### config.mk
export PLATFORM = sky130hd
export DESIGN_NAME = rvfpga_uart_monitor
export DESIGN_NICKNAME = d
export VERILOG_FILES = /design/src/rtl/rvfpga_uart_pkg.sv /design/src/rtl/rvfpga_sync_fifo.sv /design/src/rtl/rvfpga_uart_monitor.sv
export SDC_FILE = /design/constraint.sdc
export NUM_CORES = 1
export LEC_CHECK = 0
export ABC_AREA = 1
export CAP_MARGIN = 30
export CORE_ASPECT_RATIO = 1.1
export CORE_MARGIN = 2
export CORE_UTILIZATION = 60
export CTS_BUF_LIST = sky130_fd_sc_hd__clkbuf_4 sky130_fd_sc_hd__clkbuf_8
export DETAILED_ROUTE_END_ITERATION = 8
export DONT_BUFFER_PORTS = 1
export PLACE_DENSITY = 0.76
export SLEW_MARGIN = 20
export SYNTH_ARGS = -nofsm -noshare
export SYNTH_HDL_FRONTEND = slang
export SYNTH_SLANG_ARGS = --single-unit
### constraint.sdc
create_clock -name clk -period 4.2 [get_ports clk]
set_input_delay 0.84 -clock clk [delete_from_list [all_inputs] [get_ports clk]]
set_output_delay 0.84 -clock clk [all_outputs]
set_load 0.005 [all_outputs]
### src/rtl/rvfpga_uart_pkg.sv
// rvfpga_uart_pkg: parity-mode constants and receiver FSM state encoding
package rvfpga_uart_pkg;
  localparam int PAR_NONE = 0;
  localparam int PAR_ODD  = 1;
  localparam int PAR_EVEN = 2;
  typedef enum logic [2:0] {S_IDLE, S_START, S_DATA, S_PARITY, S_STOP, S_BREAK} state_t;
endpackage

### src/rtl/rvfpga_sync_fifo.sv
// rvfpga_sync_fifo: single-clock show-ahead FIFO with full, empty and level
module rvfpga_sync_fifo #(
  parameter int WIDTH = 8,
  parameter int DEPTH = 16
) (
  input  logic                   clk,
  input  logic                   rst,
  input  logic                   i_wr,
  input  logic [WIDTH-1:0]       i_wdata,
  input  logic                   i_rd,
  output logic [WIDTH-1:0]       o_rdata,
  output logic                   o_full,
  output logic                   o_empty,
  output logic [$clog2(DEPTH):0] o_level
);
  localparam int AW = $clog2(DEPTH);
  localparam logic [AW:0] FULL_LVL = (AW+1)'(DEPTH);
  logic [WIDTH-1:0] r_mem [DEPTH];
  logic [AW-1:0] r_wp, r_rp;
  logic [AW:0] r_level;
  logic w_rd, w_wr;
  assign o_full  = r_level == FULL_LVL;
  assign o_empty = r_level == '0;
  assign o_level = r_level;
  assign o_rdata = r_mem[r_rp];
  assign w_rd = i_rd && !o_empty;
  assign w_wr = i_wr && (!o_full || w_rd);
  // storage array, written only when the push is accepted
  always_ff @(posedge clk) begin
    if (w_wr) r_mem[r_wp] <= i_wdata;
  end
  // pointers and occupancy; a pop on a full FIFO frees room for a same-cycle push
  always_ff @(posedge clk) begin
    if (rst) begin
      r_wp <= '0;
      r_rp <= '0;
      r_level <= '0;
    end else begin
      if (w_wr) r_wp <= r_wp + 1'b1;
      if (w_rd) r_rp <= r_rp + 1'b1;
      r_level <= r_level + (AW+1)'(w_wr) - (AW+1)'(w_rd);
    end
  end
endmodule

### src/rtl/rvfpga_uart_monitor.sv
// rvfpga_uart_monitor: UART receive decoder buffering characters with framing/parity status
module rvfpga_uart_monitor
  import rvfpga_uart_pkg::*;
#(
  parameter int CLKS_PER_BIT = 434,
  parameter int DATA_BITS    = 8,
  parameter int PARITY       = 0,
  parameter int STOP_BITS    = 1,
  parameter int FIFO_DEPTH   = 16
) (
  input  logic                        clk,
  input  logic                        rst,
  input  logic                        i_rx,
  output logic [DATA_BITS-1:0]        o_data,
  output logic                        o_frame_err,
  output logic                        o_parity_err,
  output logic                        o_valid,
  input  logic                        i_ready,
  output logic                        o_overflow,
  output logic [$clog2(FIFO_DEPTH):0] o_level,
  output logic [15:0]                 o_count
);
  localparam int CW = $clog2(CLKS_PER_BIT);
  localparam logic [CW-1:0] HALF = CW'(CLKS_PER_BIT/2 - 1);
  localparam logic [CW-1:0] FULL = CW'(CLKS_PER_BIT - 1);
  localparam logic [2:0] LAST_D = 3'(DATA_BITS - 1);
  localparam logic [2:0] LAST_S = 3'(STOP_BITS - 1);
  state_t r_state;
  logic r_s1, r_s2, r_prev;
  logic [CW-1:0] r_cnt;
  logic [2:0] r_bit;
  logic [DATA_BITS-1:0] r_shift;
  logic r_ferr, r_perr, r_push, r_ovf;
  logic [DATA_BITS+1:0] r_pdata;
  logic [15:0] r_count;
  logic w_tick, w_full, w_empty, w_pop;
  logic [DATA_BITS+1:0] w_head;
  assign w_tick = r_cnt == '0;
  assign w_pop = !w_empty && i_ready;
  assign o_valid = !w_empty;
  assign o_data = w_empty ? '0 : w_head[DATA_BITS+1:2];
  assign o_frame_err = !w_empty && w_head[1];
  assign o_parity_err = !w_empty && w_head[0];
  assign o_overflow = r_ovf;
  assign o_count = r_count;
  // synchronizer, bit timing and frame decoding; a completed frame is pushed one edge later
  always_ff @(posedge clk) begin
    if (rst) begin
      r_s1 <= 1'b1;
      r_s2 <= 1'b1;
      r_prev <= 1'b1;
      r_state <= S_IDLE;
      r_cnt <= '0;
      r_bit <= '0;
      r_shift <= '0;
      r_ferr <= 1'b0;
      r_perr <= 1'b0;
      r_push <= 1'b0;
      r_pdata <= '0;
    end else begin
      r_s1 <= i_rx;
      r_s2 <= r_s1;
      r_prev <= r_s2;
      r_push <= 1'b0;
      r_cnt <= w_tick ? FULL : r_cnt - 1'b1;
      case (r_state)
        S_IDLE: if (r_prev && !r_s2) begin
          r_state <= S_START;
          r_cnt <= HALF;
        end
        S_START: if (w_tick) begin
          r_state <= r_s2 ? S_IDLE : S_DATA;
          r_bit <= '0;
          r_ferr <= 1'b0;
          r_perr <= 1'b0;
        end
        S_DATA: if (w_tick) begin
          r_shift <= {r_s2, r_shift[DATA_BITS-1:1]};
          r_bit <= r_bit == LAST_D ? 3'd0 : r_bit + 1'b1;
          if (r_bit == LAST_D) r_state <= PARITY != PAR_NONE ? S_PARITY : S_STOP;
        end
        S_PARITY: if (w_tick) begin
          r_perr <= (^r_shift ^ r_s2) == (PARITY == PAR_EVEN);
          r_state <= S_STOP;
        end
        S_STOP: if (w_tick) begin
          r_bit <= r_bit + 1'b1;
          if (!r_s2) r_ferr <= 1'b1;
          if (r_bit == LAST_S) begin
            r_push <= 1'b1;
            r_pdata <= {r_shift, r_ferr | !r_s2, r_perr};
            r_state <= r_s2 ? S_IDLE : S_BREAK;
          end
        end
        S_BREAK: if (r_s2) r_state <= S_IDLE;
        default: r_state <= S_IDLE;
      endcase
    end
  end
  // frame counter saturates; overflow is sticky when a push meets a full FIFO without a pop
  always_ff @(posedge clk) begin
    if (rst) begin
      r_count <= '0;
      r_ovf <= 1'b0;
    end else if (r_push) begin
      if (r_count != 16'hFFFF) r_count <= r_count + 16'd1;
      if (w_full && !w_pop) r_ovf <= 1'b1;
    end
  end
  rvfpga_sync_fifo #(.WIDTH(DATA_BITS + 2), .DEPTH(FIFO_DEPTH)) u_fifo (
    .clk(clk),
    .rst(rst),
    .i_wr(r_push),
    .i_wdata(r_pdata),
    .i_rd(w_pop),
    .o_rdata(w_head),
    .o_full(w_full),
    .o_empty(w_empty),
    .o_level(o_level)
  );
endmodule

# Yosys cells after proc, flatten, opt, wreduce, memory -nomap -nowiden
# Memories as Yosys holds them, arrays and structs flattened. A register that Yosys moved wholly into a read port is not among the register bits.
# Index checks and enable logic that the tools add are counted.
totals:
  regBits: 69
  mem_bits_rw: 160
  wordCells: 106
  memories: 1
op_classes:
  n_addsub: 7
  n_eq_ne: 17
  muxes: 31
  bitwise_logic: 5
  reduce_logical: 29
memory_table:
  columns: ["name", "depth", "width", "read_ports", "rd_ports_with_merged_regs", "wr", "line_no", "text"]
  rows:
  - ["u_fifo.r_mem", 16, 10, 1, 1, 1, "rvfpga_sync_fifo.sv:18", "logic [WIDTH-1:0] r_mem [DEPTH];"]
op_table:
  columns: ["cell", "n"]
  rows:
  - ["$mux 3", 13]
  - ["$mux 9", 3]
  - ["$ne 2x2->1 const B", 9]
  - ["$pmux 3 s6", 1]
  - ["$add 16x1->16 const B", 1]
  - ["$ne 16x16->1 const B", 1]
  - ["$eq 3x3->1 const B", 3]
  - ["$logic_not 9->1", 1]
  - ["$pmux 3 s3", 1]
  - ["$sub 9x1->9 const B", 1]
  - ["$add 4x1->4 const B", 2]
  - ["$mux 4", 2]
  - ["$mux 8", 1]
  - ["$reduce_and 4->1", 2]
  - ["$reduce_and 8->1", 1]
  - ["$reduce_xor 8->1", 1]
  - ["$logic_and 1x1->1", 7]
  - ["$mux 1", 7]
  - ["$eq 3x2->1 const B", 2]
  - ["$logic_not 3->1", 2]
  - ["$reduce_and 2->1", 3]
  - ["$reduce_and 3->1", 2]
  - ["$add 5x1->5", 1]
  - ["$eq 5x5->1 const B", 1]
  - ["other kinds (14)", 21]

# Depth between registers and ports, before layout
logic_depth:
  ltp_word: 8
  mapped_depth: 15

# Cells and area by module
# From an unflattened synthesis, not the netlist that was laid out.
hier_totals:
  cells_unflattened: 1179
  hier_area_um2: 10675.2
modules_own_cells:
  columns: ["module", "instances", "cells_per_inst", "area_each_um2"]
  rows:
  - ["rvfpga_sync_fifo", 1, 779, 7851.3]
  - ["rvfpga_uart_monitor", 1, 400, 2824.0]

# Worst setup path before layout
# Ideal clock, no wire load.
synth_path:
  path_type: "input -> register"
  startpoint: "input i_ready"
  endpoint: "register u_fifo.r_level[4] (netlist: u_fifo.o_level[4])"
  setup_time_ns: 0.070
  arrival_ns: 2.473
  required_time_ns: 4.130
  slack_ns: 1.657
  path_stages: 10
  path_buffers: 0
  cell_sequence: "nand2_1 > clkinv_1 > ha_1 > inv_1 > ha_1 > inv_1 > fa_1 > o31ai_1 > o21ai_0 > a21oi_1"
synth_via:
  elab_chain_cells: 6
synth_rtl:
  columns: ["element", "line_no", "text"]
  rows:
  - ["from (decl)", "rvfpga_uart_monitor.sv:18", "input logic i_ready,"]
  - ["$logic_and 1x1->1 *", "rvfpga_uart_monitor.sv:39", "assign w_pop = !w_empty && i_ready;"]
  - ["$logic_and 1x1->1 *", "rvfpga_sync_fifo.sv:26", "assign w_rd = i_rd && !o_empty;"]
  - ["net u_fifo.w_rd", "rvfpga_sync_fifo.sv:21", "logic w_rd, w_wr;"]
  - ["$logic_or 1x1->1", "rvfpga_sync_fifo.sv:27", "assign w_wr = i_wr && (!o_full || w_rd);"]
  - ["$logic_and 1x1->1", "rvfpga_sync_fifo.sv:27", null]
  - ["$add 5x1->5", "rvfpga_sync_fifo.sv:41", "r_level <= r_level + (AW+1)'(w_wr) - (AW+1)'(w_rd);"]
  - ["$sub 5x1->5 *", "rvfpga_sync_fifo.sv:41", null]
  - ["to (signal assigned)", "rvfpga_sync_fifo.sv:41", null]
  - ["to (decl)", "rvfpga_sync_fifo.sv:20", "logic [AW:0] r_level;"]
# Mark *: on every way through the listed nets, which the timed path passes. The rest lies on a longest branch.
# A chain may end at the register's enable or synchronous reset.

==> impl_metrics.json <==
{
  "status": "finished clean",
  "cts-root-buf": "clkbuf_8",
  "p_leak_nw": 4.16,
  "synth_top_area_frac": 0.483,
  "ff2ff_setup_slack_ns": 1.31,
  "cts_buffers": 36,
  "ios": 37,
  "yosys_warnings": 0,
  "p_per_area_mw_per_mm2": 540,
  "cts.sinks": 233,
  "coreArea_sq_mm": 0.0163,
  "syn_inst": 1022,
  "rsz0062_at_grt": "no",
  "start_util": 0.610,
  "layout_worst_path_cycle_share": 0.792,
  "irDropWorstVdd_mv": 0.367,
  "tightest_slew_ns": 1.02,
  "holdPathStages": 1,
  "setup_viol": 0,
  "hold_class": "in -> reg",
  "fp-row-count": 49,
  "wirelength_mm": 21.5,
  "grt-ovfl-total": 0,
  "cts_max_level": 2,
  "max_slew_margin": 0.319,
  "grt_pass1_vias": 6705,
  "via_count": 7108,
  "path_class": "reg -> out",
  "seq_area_frac_synth": 0.630,
  "max_freq_mhz": 301,
  "synth.largest_area_cell": "edfxtp_1",
  "r2r_cells": 15,
  "holdBufCountCts": 0,
  "cts_tree": "yes",
  "gp_congestion": 0.860,
  "grt_usage": 0.248,
  "num-fill-cells": 1276,
  "stdcell_area_sq_mm": 0.0109,
  "drtIter0Drc": 529,
  "n_antenna_cell": 0,
  "antenna_found_initial": 0,
  "fin_setup_tns_ns": 0,
  "placed_area_sq_mm": 0.0101,
  "hold_viol_final": 0,
  "portBuffers": 0,
  "drc_errors": 0,
  "postRouteAntennaNets": 0,
  "post_cts_buffers": 0,
  "crit_path_start_kind": "flop",
  "viasPerCell": 5.63,
  "wire_per_inst_microns": 17.0,
  "die_w_microns": 127,
  "yosysUniqueCellTypes": 32,
  "ys_ff_latch": 233,
  "worstPathRequired_ns": 3.36,
  "die_y_microns": 139,
  "insertion_delay_ns": 0.53,
  "clock_skew_ns": 0.0289,
  "grt_pass1_wl_mm": 34.2,
  "dp_hpwl_mm": 13.6,
  "layout_min_cycle_time_ns": 3.33,
  "worst_slack_ns": 0.874,
  "slowest_delay_ns": 0.47,
  "synth_area_leaders": "edfxtp_1 (48%), dfxtp_1 (15%), nand2_1 (9.4%)",
  "place_ws_ns": 1.27,
  "critPathSlowestCell": "inv_2",
  "drtPass1Iterations": 5,
  "synth_fp_nets": 1043,
  "cp-end-kind": "output pin",
  "cts_buffer_depth": 3,
  "synth.cell_area_sq_mm": 0.00995,
  "dieArea_sq_mm": 0.0176,
  "arrival_ns": 2.49,
  "path_max_fanout": 37,
  "max_cap_violations": 0,
  "drive_gt1_frac": 0.0822,
  "clk_pin_slew_worst_paths_ns": 0.06,
  "worstPathCellList": "inv_2 > buf_4 > nand2_1 > nand3_1 > nand2_1 > a21oi_1 > o31ai_1 > a21oi_1",
  "syn_to_final_growth_pct": 9.52,
  "grt_max_degree": 81,
  "slew_viol_final": 0,
  "layout.nets": 1053,
  "ctsResizeCount": 0,
  "avgSynthCellArea_sq_um": 9.73
}
state kept, by name (all words and copies together) (netlist names), 3 cells and up, named ones only:
signal and flops:
o_count 16, r_bit 3, r_cnt 9, r_pdata 10
r_shift 8, r_state 3, u_fifo.o_level 5, u_fifo.r_mem 160
u_fifo.r_rp 4, u_fifo.r_wp 4
final cells by class:
type,instances,area (sq um),area share
Inverter,72,270,0.0248
Clock inverter,11,103,0.00942
Clock buffer,54,649,0.0596
Timing Repair Buffer,15,136,0.0125
Multi-Input combinational cell,674,3210,0.295
Tap cell,204,255,0.0234
Sequential cell,233,6270,0.575
metrics by stage:
step                      std cells  hold slack [ns]   util  total power, mW
after global placement         1189            0.396  0.616             3.94
after global routing           1263            0.348  0.668             6.20
after CTS                      1258            0.350  0.664             5.91
after detailed placement       1193            0.403  0.618             3.97
final                          1263            0.373  0.668             5.88
after floorplan                1022            0.389      -             3.68
report_power, final:
| part | internal (mW) | leakage, nW | total, mW | switching (mW) |
|---|---|---|---|---|
| clock | 1.11 | 0.393 | 1.96 | 0.842 |
| sequential | 2.53 | 2.11 | 2.62 | 0.0966 |
| combinational | 0.414 | 1.65 | 1.30 | 0.884 |
| total | 4.06 | 4.16 | 5.88 | 1.82 |
layout by cell type (no fill, tap or decap), types with 5 or more instances in the layout:
cell type,instances
buf_4,13
nand3_1,62
nor2_1,128
o21ai_0,50
clkbuf_8,39
dfxtp_1,71
ha_1,16
nand2_1,248
a21oi_1,107
o31ai_1,21
edfxtp_1,160
clkbuf_4,15
inv_1,67
nor3_1,8
xor2_1,11
xnor2_1,5
clkinv_1,11
path summary, 6_finish.rpt:
path | from | to
max reg2reg | u_fifo.o_level[2] | u_fifo.o_level[4]
max | flop | o_frame_err
min reg2reg | r_s1 | r_s2
min | rst | o_count[2]
logic make-up (layout without fill, tap and decap cells):
logic type | Yosys count | after routing | synth area share
AND/OR/NAND/NOR | 458 | 458 | 0.187
AO/OA/AOI/OAI | 183 | 183 | 0.0994
flip-flops | 233 | 233 | 0.630
XOR/XNOR | 16 | 16 | 0.0141
adder cells (fa/ha/maj) | 17 | 17 | 0.0221
buffers and inverters | 115 | 152 | 0.0472
critical path, delay by kind of cell (launching register included):
family / cells / cell delay [ns]
simple gates: 3 / 0.27
flops: 1 / 0.32
compound gates: 3 / 0.55
buf+inv: 2 / 0.84
cells in the mapped netlist (all sizes together):
cell and n:
nor3 10, clkinv 4, nand3 63, xor2 11, o21a 2, nor2 129, ha 16, o22ai 1
buf 11, a21oi 107, xnor2 5, nand4 1, fa 1, clkbuf 32, and2 1, edfxtp 160
dfxtp 73, o211ai 1, nand2 251, o21ai 51, o31ai 21, inv 68, or2 3
routing by layer:
layer / up-vias / track usage / wire length, microns
met4: 0 / 0.137 / 1090
met5: - / 0 / 0
li1: 3469 / - / -
met3: 78 / 0.0532 / 1530
met2: 254 / 0.397 / 10100
met1: 3307 / 0.316 / 8770
(Power assumes the default switching activity.)
